**config.mk**
```make
export PLATFORM = sky130hd
export DESIGN_NAME = svx32_mem_arbiter_flat
export DESIGN_NICKNAME = d
export VERILOG_FILES = /design/src/rtl/svx32_mem_arbiter_if.sv /design/src/rtl/svx32_mem_arbiter.sv /design/src/flat_wrapper.sv
export SDC_FILE = /design/constraint.sdc
export NUM_CORES = 1
export LEC_CHECK = 0
export ABC_AREA = 1
export CORE_MARGIN = 2
export CORE_UTILIZATION = 32
export CTS_CLUSTER_DIAMETER = 40
export DETAILED_ROUTE_END_ITERATION = 10
export PLACE_DENSITY = 0.78
export SYNTH_ARGS = -nofsm -noshare
export SYNTH_HDL_FRONTEND = slang
export SYNTH_SLANG_ARGS = --single-unit
```
**constraint.sdc**
```tcl
create_clock -name pil_clk -period 1.2 [get_ports pil_clk]
set_input_delay 0.12 -clock pil_clk [delete_from_list [all_inputs] [get_ports pil_clk]]
set_output_delay 0.12 -clock pil_clk [all_outputs]
set_load 0.01 [all_outputs]
```
**src/rtl/svx32_mem_arbiter_if.sv**
```systemverilog
// Bus bundle between svx32_mem_arbiter and its two requesters (IF fetch, DS data unit) plus external memory.
// The master modport is the arbiter's view; slave is the view of the surrounding requesters and memory.
interface svx32_mem_arbiter_if #(
    parameter int ADDR_W = 32
);
    logic              pil_if_req;
    logic [ADDR_W-1:0] piv_if_addr;
    logic              pol_if_ack;
    logic              pol_if_valid;
    logic [31:0]       pov_if_rdata;

    logic              pil_ds_req;
    logic              pil_ds_wen;
    logic [ADDR_W-1:0] piv_ds_addr;
    logic [31:0]       piv_ds_wdata;
    logic [3:0]        piv_ds_byte_sel;
    logic              pol_ds_ack;
    logic              pol_ds_valid;
    logic [31:0]       pov_ds_rdata;

    logic              pol_mem_req;
    logic              pol_mem_wen;
    logic [ADDR_W-1:0] pov_mem_addr;
    logic [31:0]       pov_mem_wdata;
    logic [3:0]        pov_mem_byte_sel;
    logic              pil_mem_ack;
    logic              pil_mem_valid;
    logic [31:0]       piv_mem_rdata;

    modport master (
        input  pil_if_req, piv_if_addr,
        output pol_if_ack, pol_if_valid, pov_if_rdata,
        input  pil_ds_req, pil_ds_wen, piv_ds_addr, piv_ds_wdata, piv_ds_byte_sel,
        output pol_ds_ack, pol_ds_valid, pov_ds_rdata,
        output pol_mem_req, pol_mem_wen, pov_mem_addr, pov_mem_wdata, pov_mem_byte_sel,
        input  pil_mem_ack, pil_mem_valid, piv_mem_rdata
    );

    modport slave (
        output pil_if_req, piv_if_addr,
        input  pol_if_ack, pol_if_valid, pov_if_rdata,
        output pil_ds_req, pil_ds_wen, piv_ds_addr, piv_ds_wdata, piv_ds_byte_sel,
        input  pol_ds_ack, pol_ds_valid, pov_ds_rdata,
        input  pol_mem_req, pol_mem_wen, pov_mem_addr, pov_mem_wdata, pov_mem_byte_sel,
        output pil_mem_ack, pil_mem_valid, piv_mem_rdata
    );
endinterface

```
**src/rtl/svx32_mem_arbiter.sv**
```systemverilog
// Two-requester (IF fetch / DS data) arbiter for the single svx32 memory bus, one transaction in flight.
// Define SVX32_ARB_RR_EN for round-robin tie-break; otherwise DS has fixed priority over IF.
module svx32_mem_arbiter #(
    parameter int TIMEOUT_CYCLES = 64,
    parameter int ADDR_W         = 32
) (
    input  logic                 pil_clk,
    input  logic                 pil_rst,
    svx32_mem_arbiter_if.master  bus,
    output logic                 pol_timeout
);
    typedef enum logic [1:0] {ST_IDLE, ST_REQ, ST_RESP} state_t;
    typedef enum logic {OWN_DS = 1'b0, OWN_IF = 1'b1} owner_t;

    localparam bit WD_EN = (TIMEOUT_CYCLES > 0);
    localparam int WD_W  = WD_EN ? $clog2(TIMEOUT_CYCLES + 1) : 1;

    state_t            state, state_d;
    owner_t            owner;
    logic [ADDR_W-1:0] addr_q;
    logic              wen_q;
    logic [31:0]       wdata_q;
    logic [3:0]        byte_sel_q;
    logic              timeout_q;
    logic [WD_W-1:0]   wd_cnt;

    logic              grant;
    logic              pick_ds;
    logic              abort;
    logic              own_ack;
    logic              own_valid;
    logic [31:0]       own_rdata;

`ifdef SVX32_ARB_RR_EN
    owner_t last_served;
    // On a tie the requester that was not served last wins.
    assign pick_ds = bus.pil_ds_req && (!bus.pil_if_req || last_served == OWN_IF);
`else
    assign pick_ds = bus.pil_ds_req;
`endif

    assign abort = WD_EN && (state != ST_IDLE) && (wd_cnt == WD_W'(TIMEOUT_CYCLES));

    // NOTE: every signal written here gets a default first so no path can leave it
    // unassigned and infer a latch.
    always_comb begin
        state_d   = state;
        grant     = 1'b0;
        own_ack   = 1'b0;
        own_valid = 1'b0;
        own_rdata = 32'h0;
        case (state)
            ST_IDLE: begin
                if (bus.pil_if_req || bus.pil_ds_req) begin
                    grant   = 1'b1;
                    state_d = ST_REQ;
                end
            end
            ST_REQ: begin
                if (abort) begin
                    own_ack   = 1'b1;
                    own_valid = 1'b1;
                    state_d   = ST_IDLE;
                end else if (bus.pil_mem_ack) begin
                    own_ack = 1'b1;
                    if (wen_q) begin
                        state_d = ST_IDLE;
                    end else if (bus.pil_mem_valid) begin
                        own_valid = 1'b1;
                        own_rdata = bus.piv_mem_rdata;
                        state_d   = ST_IDLE;
                    end else begin
                        state_d = ST_RESP;
                    end
                end
            end
            ST_RESP: begin
                if (abort) begin
                    own_valid = 1'b1;
                    state_d   = ST_IDLE;
                end else if (bus.pil_mem_valid) begin
                    own_valid = 1'b1;
                    own_rdata = bus.piv_mem_rdata;
                    state_d   = ST_IDLE;
                end
            end
            default: state_d = ST_IDLE;
        endcase
    end

    // Route the owner's handshake; the non-owner side stays quiet and rdata is zero without valid.
    assign bus.pol_if_ack    = own_ack   && (owner == OWN_IF);
    assign bus.pol_if_valid  = own_valid && (owner == OWN_IF);
    assign bus.pov_if_rdata  = (owner == OWN_IF) ? own_rdata : 32'h0;
    assign bus.pol_ds_ack    = own_ack   && (owner == OWN_DS);
    assign bus.pol_ds_valid  = own_valid && (owner == OWN_DS);
    assign bus.pov_ds_rdata  = (owner == OWN_DS) ? own_rdata : 32'h0;

    assign bus.pol_mem_req      = (state == ST_REQ);
    assign bus.pol_mem_wen      = wen_q;
    assign bus.pov_mem_addr     = addr_q;
    assign bus.pov_mem_wdata    = wdata_q;
    assign bus.pov_mem_byte_sel = byte_sel_q;
    assign pol_timeout          = timeout_q;

    // NOTE: sequential state uses non-blocking assignments so every register samples
    // pre-edge values regardless of statement order.
    always_ff @(posedge pil_clk) begin
        if (pil_rst) begin
            state       <= ST_IDLE;
            owner       <= OWN_DS;
            addr_q      <= '0;
            wen_q       <= 1'b0;
            wdata_q     <= 32'h0;
            byte_sel_q  <= 4'h0;
            timeout_q   <= 1'b0;
            wd_cnt      <= '0;
`ifdef SVX32_ARB_RR_EN
            last_served <= OWN_IF;
`endif
        end else begin
            state <= state_d;
            if (grant) begin
                owner       <= pick_ds ? OWN_DS : OWN_IF;
                addr_q      <= pick_ds ? bus.piv_ds_addr : bus.piv_if_addr;
                wen_q       <= pick_ds ? bus.pil_ds_wen : 1'b0;
                wdata_q     <= pick_ds ? bus.piv_ds_wdata : 32'h0;
                byte_sel_q  <= pick_ds ? bus.piv_ds_byte_sel : 4'hF;
`ifdef SVX32_ARB_RR_EN
                last_served <= pick_ds ? OWN_DS : OWN_IF;
`endif
            end
            if (abort) begin
                timeout_q <= 1'b1;
            end
            if (!WD_EN || state == ST_IDLE || abort) begin
                wd_cnt <= '0;
            end else begin
                wd_cnt <= wd_cnt + WD_W'(1);
            end
        end
    end
endmodule
```
**src/flat_wrapper.sv**
```systemverilog
// flat-port wrapper written by rule: the top's interface ports become plain ports
module svx32_mem_arbiter_flat 
#(
    parameter int TIMEOUT_CYCLES = 64,
    parameter int ADDR_W         = 32
)
  (pil_clk, pil_rst, pol_timeout, bus_pil_if_req, bus_piv_if_addr, bus_pol_if_ack, bus_pol_if_valid, bus_pov_if_rdata, bus_pil_ds_req, bus_pil_ds_wen, bus_piv_ds_addr, bus_piv_ds_wdata, bus_piv_ds_byte_sel, bus_pol_ds_ack, bus_pol_ds_valid, bus_pov_ds_rdata, bus_pol_mem_req, bus_pol_mem_wen, bus_pov_mem_addr, bus_pov_mem_wdata, bus_pov_mem_byte_sel, bus_pil_mem_ack, bus_pil_mem_valid, bus_piv_mem_rdata);
  svx32_mem_arbiter_if #(.ADDR_W(ADDR_W)) bus_i ();
  input  logic pil_clk;
  input  logic pil_rst;
  output logic pol_timeout;
  input wire logic [$bits(bus_i.pil_if_req)-1:0] bus_pil_if_req;
  input wire logic [$bits(bus_i.piv_if_addr)-1:0] bus_piv_if_addr;
  output wire logic [$bits(bus_i.pol_if_ack)-1:0] bus_pol_if_ack;
  output wire logic [$bits(bus_i.pol_if_valid)-1:0] bus_pol_if_valid;
  output wire logic [$bits(bus_i.pov_if_rdata)-1:0] bus_pov_if_rdata;
  input wire logic [$bits(bus_i.pil_ds_req)-1:0] bus_pil_ds_req;
  input wire logic [$bits(bus_i.pil_ds_wen)-1:0] bus_pil_ds_wen;
  input wire logic [$bits(bus_i.piv_ds_addr)-1:0] bus_piv_ds_addr;
  input wire logic [$bits(bus_i.piv_ds_wdata)-1:0] bus_piv_ds_wdata;
  input wire logic [$bits(bus_i.piv_ds_byte_sel)-1:0] bus_piv_ds_byte_sel;
  output wire logic [$bits(bus_i.pol_ds_ack)-1:0] bus_pol_ds_ack;
  output wire logic [$bits(bus_i.pol_ds_valid)-1:0] bus_pol_ds_valid;
  output wire logic [$bits(bus_i.pov_ds_rdata)-1:0] bus_pov_ds_rdata;
  output wire logic [$bits(bus_i.pol_mem_req)-1:0] bus_pol_mem_req;
  output wire logic [$bits(bus_i.pol_mem_wen)-1:0] bus_pol_mem_wen;
  output wire logic [$bits(bus_i.pov_mem_addr)-1:0] bus_pov_mem_addr;
  output wire logic [$bits(bus_i.pov_mem_wdata)-1:0] bus_pov_mem_wdata;
  output wire logic [$bits(bus_i.pov_mem_byte_sel)-1:0] bus_pov_mem_byte_sel;
  input wire logic [$bits(bus_i.pil_mem_ack)-1:0] bus_pil_mem_ack;
  input wire logic [$bits(bus_i.pil_mem_valid)-1:0] bus_pil_mem_valid;
  input wire logic [$bits(bus_i.piv_mem_rdata)-1:0] bus_piv_mem_rdata;
  assign bus_i.pil_if_req = bus_pil_if_req;
  assign bus_i.piv_if_addr = bus_piv_if_addr;
  assign bus_pol_if_ack = bus_i.pol_if_ack;
  assign bus_pol_if_valid = bus_i.pol_if_valid;
  assign bus_pov_if_rdata = bus_i.pov_if_rdata;
  assign bus_i.pil_ds_req = bus_pil_ds_req;
  assign bus_i.pil_ds_wen = bus_pil_ds_wen;
  assign bus_i.piv_ds_addr = bus_piv_ds_addr;
  assign bus_i.piv_ds_wdata = bus_piv_ds_wdata;
  assign bus_i.piv_ds_byte_sel = bus_piv_ds_byte_sel;
  assign bus_pol_ds_ack = bus_i.pol_ds_ack;
  assign bus_pol_ds_valid = bus_i.pol_ds_valid;
  assign bus_pov_ds_rdata = bus_i.pov_ds_rdata;
  assign bus_pol_mem_req = bus_i.pol_mem_req;
  assign bus_pol_mem_wen = bus_i.pol_mem_wen;
  assign bus_pov_mem_addr = bus_i.pov_mem_addr;
  assign bus_pov_mem_wdata = bus_i.pov_mem_wdata;
  assign bus_pov_mem_byte_sel = bus_i.pov_mem_byte_sel;
  assign bus_i.pil_mem_ack = bus_pil_mem_ack;
  assign bus_i.pil_mem_valid = bus_pil_mem_valid;
  assign bus_i.piv_mem_rdata = bus_piv_mem_rdata;
  svx32_mem_arbiter #(.TIMEOUT_CYCLES(TIMEOUT_CYCLES), .ADDR_W(ADDR_W)) u_core (.pil_clk(pil_clk), .pil_rst(pil_rst), .bus(bus_i), .pol_timeout(pol_timeout));
endmodule
```
* Word-level counts from Yosys, hierarchy flattened *
Cells that the tools add are included.

word-level totals
  register bits after elaboration = 80
  input bits = 139
  output and inout port bits = 139
  logic and storage cells = 59

cells by class
  add/sub/neg operators = 1
  equality and inequality tests = 6
  multiplexer cells = 32
  bitwise operators = 1
  reductions and logical operators = 11

operator list
  operator                                                count
  2-to-1 mux 32 bit                                       9
  one-hot mux 32 bit (2 select lines)                     1
  2-to-1 mux 2 bit                                        7
  2-to-1 mux 1 bit                                        12
  adder 7 x 1 -> 7 bit (second input constant)            1
  equality test 7 bit (second input constant)             1
  one-hot mux 2 bit (3 select lines)                      1
  logical AND 1 bit                                       5
  2-to-1 mux 4 bit                                        1
  inequality test 3 x 1 -> 1 bit (second input constant)  1
  inequality test 3 x 2 -> 1 bit (second input constant)  1
  AND reduction 3 bit                                     1
  equality test 2 x 1 -> 1 bit (second input constant)    1
  equality test 2 bit (second input constant)             1
  logical NOT 2 bit                                       1
  logical OR 1 bit                                        2
  inequality test 2 x 1 -> 1 bit (second input constant)  1
  one-hot mux 1 bit (2 select lines)                      1
  nonzero test 2 bit                                      1
  OR reduction 2 bit                                      1
  NOT 1 bit                                               1

* Depth between registers and ports, before layout *
  word-level depth = 6
  gate-level depth with buffers = 8
  depth with buffers taken out = 8

* Least setup slack after synthesis *
Ideal clock, no wire load.

  path kind = reg2out
  start = register u_core.state[1]
  end = output port bus_pov_ds_rdata[10]
  arrival = 1.383 ns
  data required time = 1.080 ns
  path slack = -0.303 ns
  cell stages (with the launch flop) = 8
  path buffers = 1
  cells stage by stage = dfxtp_1 > inv_1 > ha_1 > inv_1 > nand2_1 > nand3_2 > buf_2 > nor3_1

on the way
  elaborated cells between the ends (all ways) = 8
  classes of those cells = eq/ne: 2; mux: 4; reduce/logical: 2

RTL lines
  element                              line                      source
  start, declared                      svx32_mem_arbiter.sv:18   state_t state, state_d;
  start signal, assigned               svx32_mem_arbiter.sv:122  state <= state_d;
  equality test 2 x 1 -> 1 bit         -
  named net bus_pol_mem_req            flat_wrapper.sv:25        output wire logic [$bits(bus_i.pol_mem_req)-1:0] bus_pol_mem_req;
  one-hot mux 32 bit (2 select lines)  svx32_mem_arbiter.sv:52   case (state)
  2-to-1 mux 32 bit                    svx32_mem_arbiter.sv:97   assign bus.pov_ds_rdata = (owner == OWN_DS) ? own_rdata : 32'h0;
  end, declared                        flat_wrapper.sv:24        output wire logic [$bits(bus_i.pov_ds_rdata)-1:0] bus_pov_ds_rdata;

The timed path passes the listed nets, and every way through them passes these cells.

* Worst setup path after layout *
  start = register u_core.state[0]
  end = output port bus_pov_ds_rdata[3]

on the way
  longest elaborated chain between the ends = 5
  elaborated cells between the ends (all ways) = 8
  classes of those cells = eq/ne: 2; mux: 4; reduce/logical: 2

RTL lines
  element                                  line                                              source
  nonzero test 2 bit                       svx32_mem_arbiter.sv:42                           assign abort = WD_EN && (state != ST_IDLE) && (wd_cnt == WD_W'(TIMEOUT_CYCLES));
  logical AND 1 bit                        svx32_mem_arbiter.sv:42
  2-to-1 mux 32 bit (on tied branches)     svx32_mem_arbiter.sv:78, svx32_mem_arbiter.sv:60
  one-hot mux 32 bit (2 select lines) (*)  svx32_mem_arbiter.sv:52
  2-to-1 mux 32 bit (*)                    svx32_mem_arbiter.sv:97

Mark *: on every way between the ends. The rest lies on a longest branch, timed or not.

==> results.cfg <==
[logic_synthesis]
synth_top_area_cell = dfxtp_1
ys_types = 26
netlist_instances = 606
ys_seq_area_frac = 0.405
ys_ff_latch = 80
synth_area_mm2 = 0.00395
netlist.area_leader.share = 0.405
ys.warnings.count = 0
syn_nets = 750
synthTopCellsByArea = dfxtp_1 (41%), nand2_1 (21%), nor3_1 (8.2%)
syn_avg_cell_area_um2 = 6.52

[sta]
period_minus_slack_ns = 2.00
finClkSkew_ns = 0.00618
timing.final.crit_share = 1.67
slew_violations = 0
finalHoldViolations = 0
setup_viol = 143
worst_pin_slew_ns = 0.401
rsz0062_at_grt = true
layout_setup_ws_ns = -0.803
maxSlewHeadroom = 0.732
hold_ws_ns = 0.353
fmax_mhz = 499

[die]
die_h_um = 115
dieArea_mm2 = 0.0133
io_pins = 278
floorplan.initialDensity = 0.329
coreArea_mm2 = 0.0120
rows = 40
die_w_um = 115

[critical_path]
worstPathRequired_ns = 1.08
crit_chain = buf_6 -> ha_4 -> inv_4 -> nand2_4 -> nand3_4 -> buf_4 -> buf_6 -> buf_6 -> nor3_4 -> buf_2
r2r_slack_ns = -0.47
crit_arrival_ns = 1.88
cp_max_fo = 6
r2r_cells = 10
cp_common_cell = buf_6
slowest_stage = dfxtp_2
worstSetupPathType = flip-flop to output pin
cpPeakStageDelay_ns = 0.36
start_kind = flip-flop
endpoint_kind = output pin
r2r_start = u_core.state[1]
r2r-end = u_core.bus.pov_mem_addr[31]

[place]
portBuffers = 277
dpl.cell_count = 1037
pre_cts_ws_ns = -0.918
placed_area_mm2 = 0.00789
hpwl_um = 11500
place_congestion = 0.815

[power_and_ir_drop]
irDropWorstVdd_mv = 0.778
seq_power_share = 0.296
cellLeakagePower_nw = 5.07
p_int_mw = 7.20
switching_power_mw = 3.48
pwr-share-comb = 0.434
power_density_mw_per_mm2 = 1090
power_switching_share = 0.326
clock_power_share = 0.270

[global_route]
grt_util_all_layers = 0.259
grt-ovfl-total = 0
antenna_found_initial = 0
grt_max_degree = 23
grt_pass1_vias = 5259
grt_pass1_wl_um = 26900

[min_path]
hold_path_end = u_core.bus.pov_mem_wdata[22]
hp-class = input pin to flip-flop
min_path_cells = 3
hold_start = bus_piv_ds_wdata[22]

[layout]
fin_area_mm2 = 0.00982
drive_above_1_share = 0.450
final_nets = 1090
area_growth_pct = 148
fin_cells = 1098
antenna_cells = 0

[clocking]
cts_root_buffer = clkbuf_16
cts_made_buffers = 9
cts_tree = yes
clock_path_buffers = 2
clk_latency_ns = 0.33
htree_levels = 3
cts_sinks = 80
clkTransAtPathRegs_ns = 0.06

[route]
vias_per_cell = 4.99
antenna_left = 0
drtPass1Iterations = 4
drt_iter0_drc = 181
wl_per_cell_um = 17.5
wirelength_um = 19200
drc_errors = 0
vias = 5483

[run]
cap_violations = 0

[outcome]
status = finished with violations
violations = setup timing
## critical path: cells and delay by family (launching register included)
| kind | cells | cell delay, ns |
|---|---|---|
| DFF | 1 | 0.36 |
| and+or+nand+nor | 3 | 0.32 |
| buffers and inverters | 6 | 0.71 |
| adders and majority gates | 1 | 0.14 |
## what timing repair did
item / 4_1_cts / 5_1_grt
hold buffers: 0 / 0
gates cloned: 18 / 4
gates resized for setup: 425 / 235
endpoints found under the setup margin: 219 / 208
hold endpoints to repair: 0 / 0
setup buffers: 22 / 14
pin swaps: 31 / 38
## layout by cell type, fill, tap and decap left out, types with 4 or more instances in the layout
master / count
nor3_4: 53
ha_4: 5
dlygate4sd2_1: 10
buf_16: 15
o21ai_2: 25
o21ai_1: 6
dfxtp_1: 75
a21oi_2: 29
o22ai_2: 4
nor2_2: 20
buf_6: 27
nand2_4: 37
dlymetal6s2s_1: 60
nor2_1: 52
buf_4: 26
nand2_2: 33
inv_1: 13
nor3_2: 12
inv_2: 4
nand2_1: 147
a21oi_1: 12
buf_2: 62
clkdlybuf4s50_1: 137
clkbuf_16: 13
dfxtp_2: 4
buf_12: 25
nor2_4: 6
inv_4: 4
nand3_1: 5
## power groups by stage
stage | clock [mW] | combinational [mW] | sequential, mW
6_report | 2.89 | 4.63 | 3.16
2_1_floorplan | 0 | 1.32 | 3.29
3_3_place_gp | 0 | 2.97 | 3.15
5_1_grt | 3.05 | 4.89 | 3.19
4_1_cts | 2.92 | 4.18 | 3.12
3_5_place_dp | 0 | 2.99 | 3.17
## cell type report
| class | instances | area, um2 |
|---|---|---|
| Clock buffer | 10 | 229 |
| Sequential cell | 80 | 1610 |
| Multi-Input combinational cell | 460 | 3480 |
| Inverter | 23 | 114 |
| Fill cell | 738 | 2200 |
| Tap cell | 147 | 184 |
| Timing Repair Buffer | 372 | 4110 |
| Clock inverter | 6 | 83.8 |
## layer usage
metal | vias up | track usage | share of wire
met4 | 0 | 0.133 | 0.030
li1 | 2631 | - | -
met2 | 251 | 0.485 | 0.55
met1 | 2555 | 0.255 | 0.34
met3 | 46 | 0.0812 | 0.076
met5 | - | 0 | 0
## state kept, by name (all words and copies together) (netlist names)
register / flops
u_core.bus.pov_mem_addr: 32
u_core.bus.pov_mem_byte_sel: 4
u_core.state: 2
u_core.bus.pov_mem_wdata: 32
u_core.wd_cnt: 7
u_core.pol_timeout: 1
u_core.bus.pol_mem_wen: 1
u_core.owner: 1
## synthesized netlist by cell type (all sizes together)
cell	count
a211oi	1
a21oi	41
buf	28
clkbuf	15
clkinv	2
dfxtp	80
ha	5
inv	21
nand2	218
nand3	9
nand4	2
nor2	78
nor3	65
o21ai	35
o22ai	4
or2	1
xor2	1
## cells by family after synthesis
family	share of synthesized area
simple gates	0.383
compound gates	0.109
flops	0.405
buf+inv	0.0851
fa+ha+maj	0.0158
xor+xnor	0.00222
## metrics by stage
stage	TNS, ns	utilization	power [mW]
2_1_floorplan	-11.38	-	4.61
3_3_place_gp	-72.37	0.657	6.12
3_5_place_dp	-74.98	0.657	6.16
4_1_cts	-78.86	0.749	10.2
5_1_grt	-80.87	0.817	11.1
6_report	-72.95	0.817	10.7
## worst max-delay path by stage
stage,to,startpoint,slack [ns]
2_1_floorplan,bus_pov_if_rdata[12],u_core.owner,-0.21
3_3_place_gp,bus_pov_if_rdata[2],bus_pil_mem_valid,-0.87
3_5_place_dp,bus_pov_if_rdata[4],bus_pil_mem_valid,-0.92
4_1_cts,bus_pov_ds_rdata[20],u_core.state[0],-0.75
5_1_grt,bus_pov_ds_rdata[3],u_core.state[0],-0.86
6_report,bus_pov_ds_rdata[3],u_core.state[0],-0.80
(Power assumes the default switching activity.)
==> RTL edit: new RTL, config.mk and constraints unchanged <==
`ADDR_W` is set to 32 in 3 places; all go to 40.
--- a/src/rtl/svx32_mem_arbiter_if.sv
+++ b/src/rtl/svx32_mem_arbiter_if.sv
@@ -1,7 +1,7 @@
 // Bus bundle between svx32_mem_arbiter and its two requesters (IF fetch, DS data unit) plus external memory.
 // The master modport is the arbiter's view; slave is the view of the surrounding requesters and memory.
 interface svx32_mem_arbiter_if #(
-    parameter int ADDR_W = 32
+    parameter int ADDR_W = 40
 );
     logic              pil_if_req;
     logic [ADDR_W-1:0] piv_if_addr;
--- a/src/rtl/svx32_mem_arbiter.sv
+++ b/src/rtl/svx32_mem_arbiter.sv
@@ -2,7 +2,7 @@
 // Define SVX32_ARB_RR_EN for round-robin tie-break; otherwise DS has fixed priority over IF.
 module svx32_mem_arbiter #(
     parameter int TIMEOUT_CYCLES = 64,
-    parameter int ADDR_W         = 32
+    parameter int ADDR_W         = 40
 ) (
     input  logic                 pil_clk,
     input  logic                 pil_rst,
--- a/src/flat_wrapper.sv
+++ b/src/flat_wrapper.sv
@@ -2,7 +2,7 @@
 module svx32_mem_arbiter_flat 
 #(
     parameter int TIMEOUT_CYCLES = 64,
-    parameter int ADDR_W         = 32
+    parameter int ADDR_W         = 40
 )
   (pil_clk, pil_rst, pol_timeout, bus_pil_if_req, bus_piv_if_addr, bus_pol_if_ack, bus_pol_if_valid, bus_pov_if_rdata, bus_pil_ds_req, bus_pil_ds_wen, bus_piv_ds_addr, bus_piv_ds_wdata, bus_piv_ds_byte_sel, bus_pol_ds_ack, bus_pol_ds_valid, bus_pov_ds_rdata, bus_pol_mem_req, bus_pol_mem_wen, bus_pov_mem_addr, bus_pov_mem_wdata, bus_pov_mem_byte_sel, bus_pil_mem_ack, bus_pil_mem_valid, bus_piv_mem_rdata);
   svx32_mem_arbiter_if #(.ADDR_W(ADDR_W)) bus_i ();
Interface: changed (resized bus_piv_ds_addr, bus_piv_if_addr and bus_pov_mem_addr); port bits go from 278 to 302. The function was not compared with the original's and may differ.
==> RTL edit against the unedited design <==
The run still ends with negative setup slack left; final area up 6.4%; worst setup slack lost 0.065 ns; count of clock-buffer cells in the layout rose by 1; combinational power down 3%; sequential cell count rose by 8; power rose by 3.3%; routed wire length increased by 11%; synthesized area increased by 14%; critical endpoint is now bus_pov_if_rdata[14]; highest routed layer unchanged.
==> RTL edit: results (changes against the unedited design) <==
Place
  • Gp weighted congestion: 0.855 (was 0.815)
  • Buffers on Ports: 301 (was 277)
  • HPWL Detailed: 12300 µm (was 11500 µm)

Worst setup path
  • Crit-path max FO: 7 (was 6)
  • Reg2reg setup slack: -0.64 ns (was -0.47 ns)
  • Worst setup path endpoint: bus_pov_if_rdata[14] (was bus_pov_ds_rdata[3])
  • R2R Path End: u_core.state[0] (was u_core.bus.pov_mem_addr[31])
  • R2R depth: 13 (was 10)
  • CP arrival: 1.95 ns (was 1.88 ns)
  • Crit Reg-Reg Startpoint: u_core.wd_cnt[1] (was u_core.state[1])

Status
  • Run status: finished, violations left (unchanged)
  • Failing checks: negative setup slack (unchanged)

Routing
  • DR vias: 5968 (was 5483)
  • Routed WL per cell: 17.6 µm (was 17.5 µm)
  • Initial drt markers: 186 (was 181)
  • Drt first pass iters: 5 (was 4)

Timing
  • Hold WS: 0.336 ns (was 0.353 ns)
  • Final setup margin: -0.868 ns (was -0.803 ns)
  • Slew margin rel.: 0.561 (was 0.732)
  • Final Setup Violations: 157 (was 143)
  • Skew final: 0.0151 ns (was 0.00618 ns)

Pwr
  • Peak VDD IR: 0.819 mV (was 0.778 mV)
  • Static Leak: 5.53 nW (was 5.07 nW)

Floorplanning
  • Die width: 123 µm (was 115 µm)

Finish
  • Antenna diode count: 0 (unchanged)
  • Final net count: 1189 (was 1090)
  • Layout cell share with drive strength beyond 1: 0.425 (was 0.450)

Synthesis
  • Post-Synth Adder-Cell Area: 0.0139 (was 0.0158)
  • Synth Area in Compound Gates: 0.105 (was 0.109)
  • Post-Syn Nets: 827 (was 750)
  • Synth area leaders: dfxtp_1 (39%), nand2_1 (19%), nor2_1 (7.7%), nor3_1 (4.9%), nor3_2 (4.7%) (was dfxtp_1 (41%), nand2_1 (21%), nor3_1 (8.2%), nor2_1 (7.3%), a21oi_1 (5.2%))
  • Post-Synth XOR/XNOR Area: 0.00194 (was 0.00222)
  • Sequential share of the synthesized area: 0.390 (was 0.405)
  • Count of cell types in the netlist: 29 (was 26)
  • Post-synth top cells: nand2_1 (232), nor2_1 (93), dfxtp_1 (88) (was nand2_1 (217), dfxtp_1 (80), nor2_1 (77))
  • Synth top area share: 0.390 (was 0.405)

GRT
  • Largest net degree at the start of global routing: 42 (was 23)
  • Total GRT Usage: 0.229 (was 0.259)
  • First-pass GRT wire length: 27000 µm (was 26900 µm)
  • Vias in the first global route: 5437 (was 5259)

Worst hold path
  • Hold Path End: u_core.bus.pov_mem_wdata[17] (was u_core.bus.pov_mem_wdata[22])
  • Hold_sp: bus_piv_ds_wdata[17] (was bus_piv_ds_wdata[22])

Clocking
  • Clock transition at path regs: 0.07 ns
  • Clock Latency Late Sink: 0.35 ns (was 0.33 ns)
  • Root buffer cell: clkbuf_16 (unchanged)
==> RTL edit: area by class of cell <==
class	instances	area, µm²
inverter	23	109
multi-input combinational	509	3760
tap	180	225
clock inverter	5	80.1
sequential	88	1770
fill	948	3380
timing repair buffer	398	4260
clock buffer	11	243
==> RTL edit: through the flow <==
stage                     cell area [µm²]  TNS, ns  cells  worst slack, ns  power [mW]
after floorplan                      4820    -9.24    667           -0.150        4.99
after global placement               8230   -80.83   1149           -0.855        6.60
after detailed placement             8230   -83.25   1149           -0.884        6.63
after CTS                            9030   -82.93   1190           -0.817        10.3
after global routing                10400   -83.26   1214           -0.940        11.5
final                               10400   -73.84   1214           -0.868        11.0
==> RTL edit: power breakdown <==
part           total, mW  internal, mW  switching (mW)
combinational       4.49          2.28            2.21
sequential          3.48          3.26           0.221
clock               3.05          1.88            1.17
==> RTL edit: what timing repair did <==
action | CTS | global route
setup endpoints to repair | 235 | 234
pin swaps | 9 | 81
gates resized for setup | 346 | 353
setup buffers | 15 | 19
gates cloned | 10 | 14
==> RTL edit: kinds of logic after synthesis <==
logic type,Yosys count
buffers and inverters,71
XOR/XNOR,1
AO/OA/AOI/OAI,89
adder cells (fa/ha/maj),5
flip-flops,88
AND/OR/NAND/NOR,413
==> RTL edit: worst max-delay path, cell delays in order (launching register included) <==
cell	delay, ns
dfxtp_4	0.37
inv_4	0.08
ha_4	0.15
nand2_4	0.07
nand2_4	0.08
nand3_4	0.13
buf_12	0.18
clkbuf_16	0.17
nor3_2	0.21
buf_2	0.17
==> RTL edit: per-layer routing <==
metal	routed length (µm)	GRT usage
met2	11700	0.424
met1	7330	0.233
met5	0	0
met4	666	0.107
met3	1700	0.0688
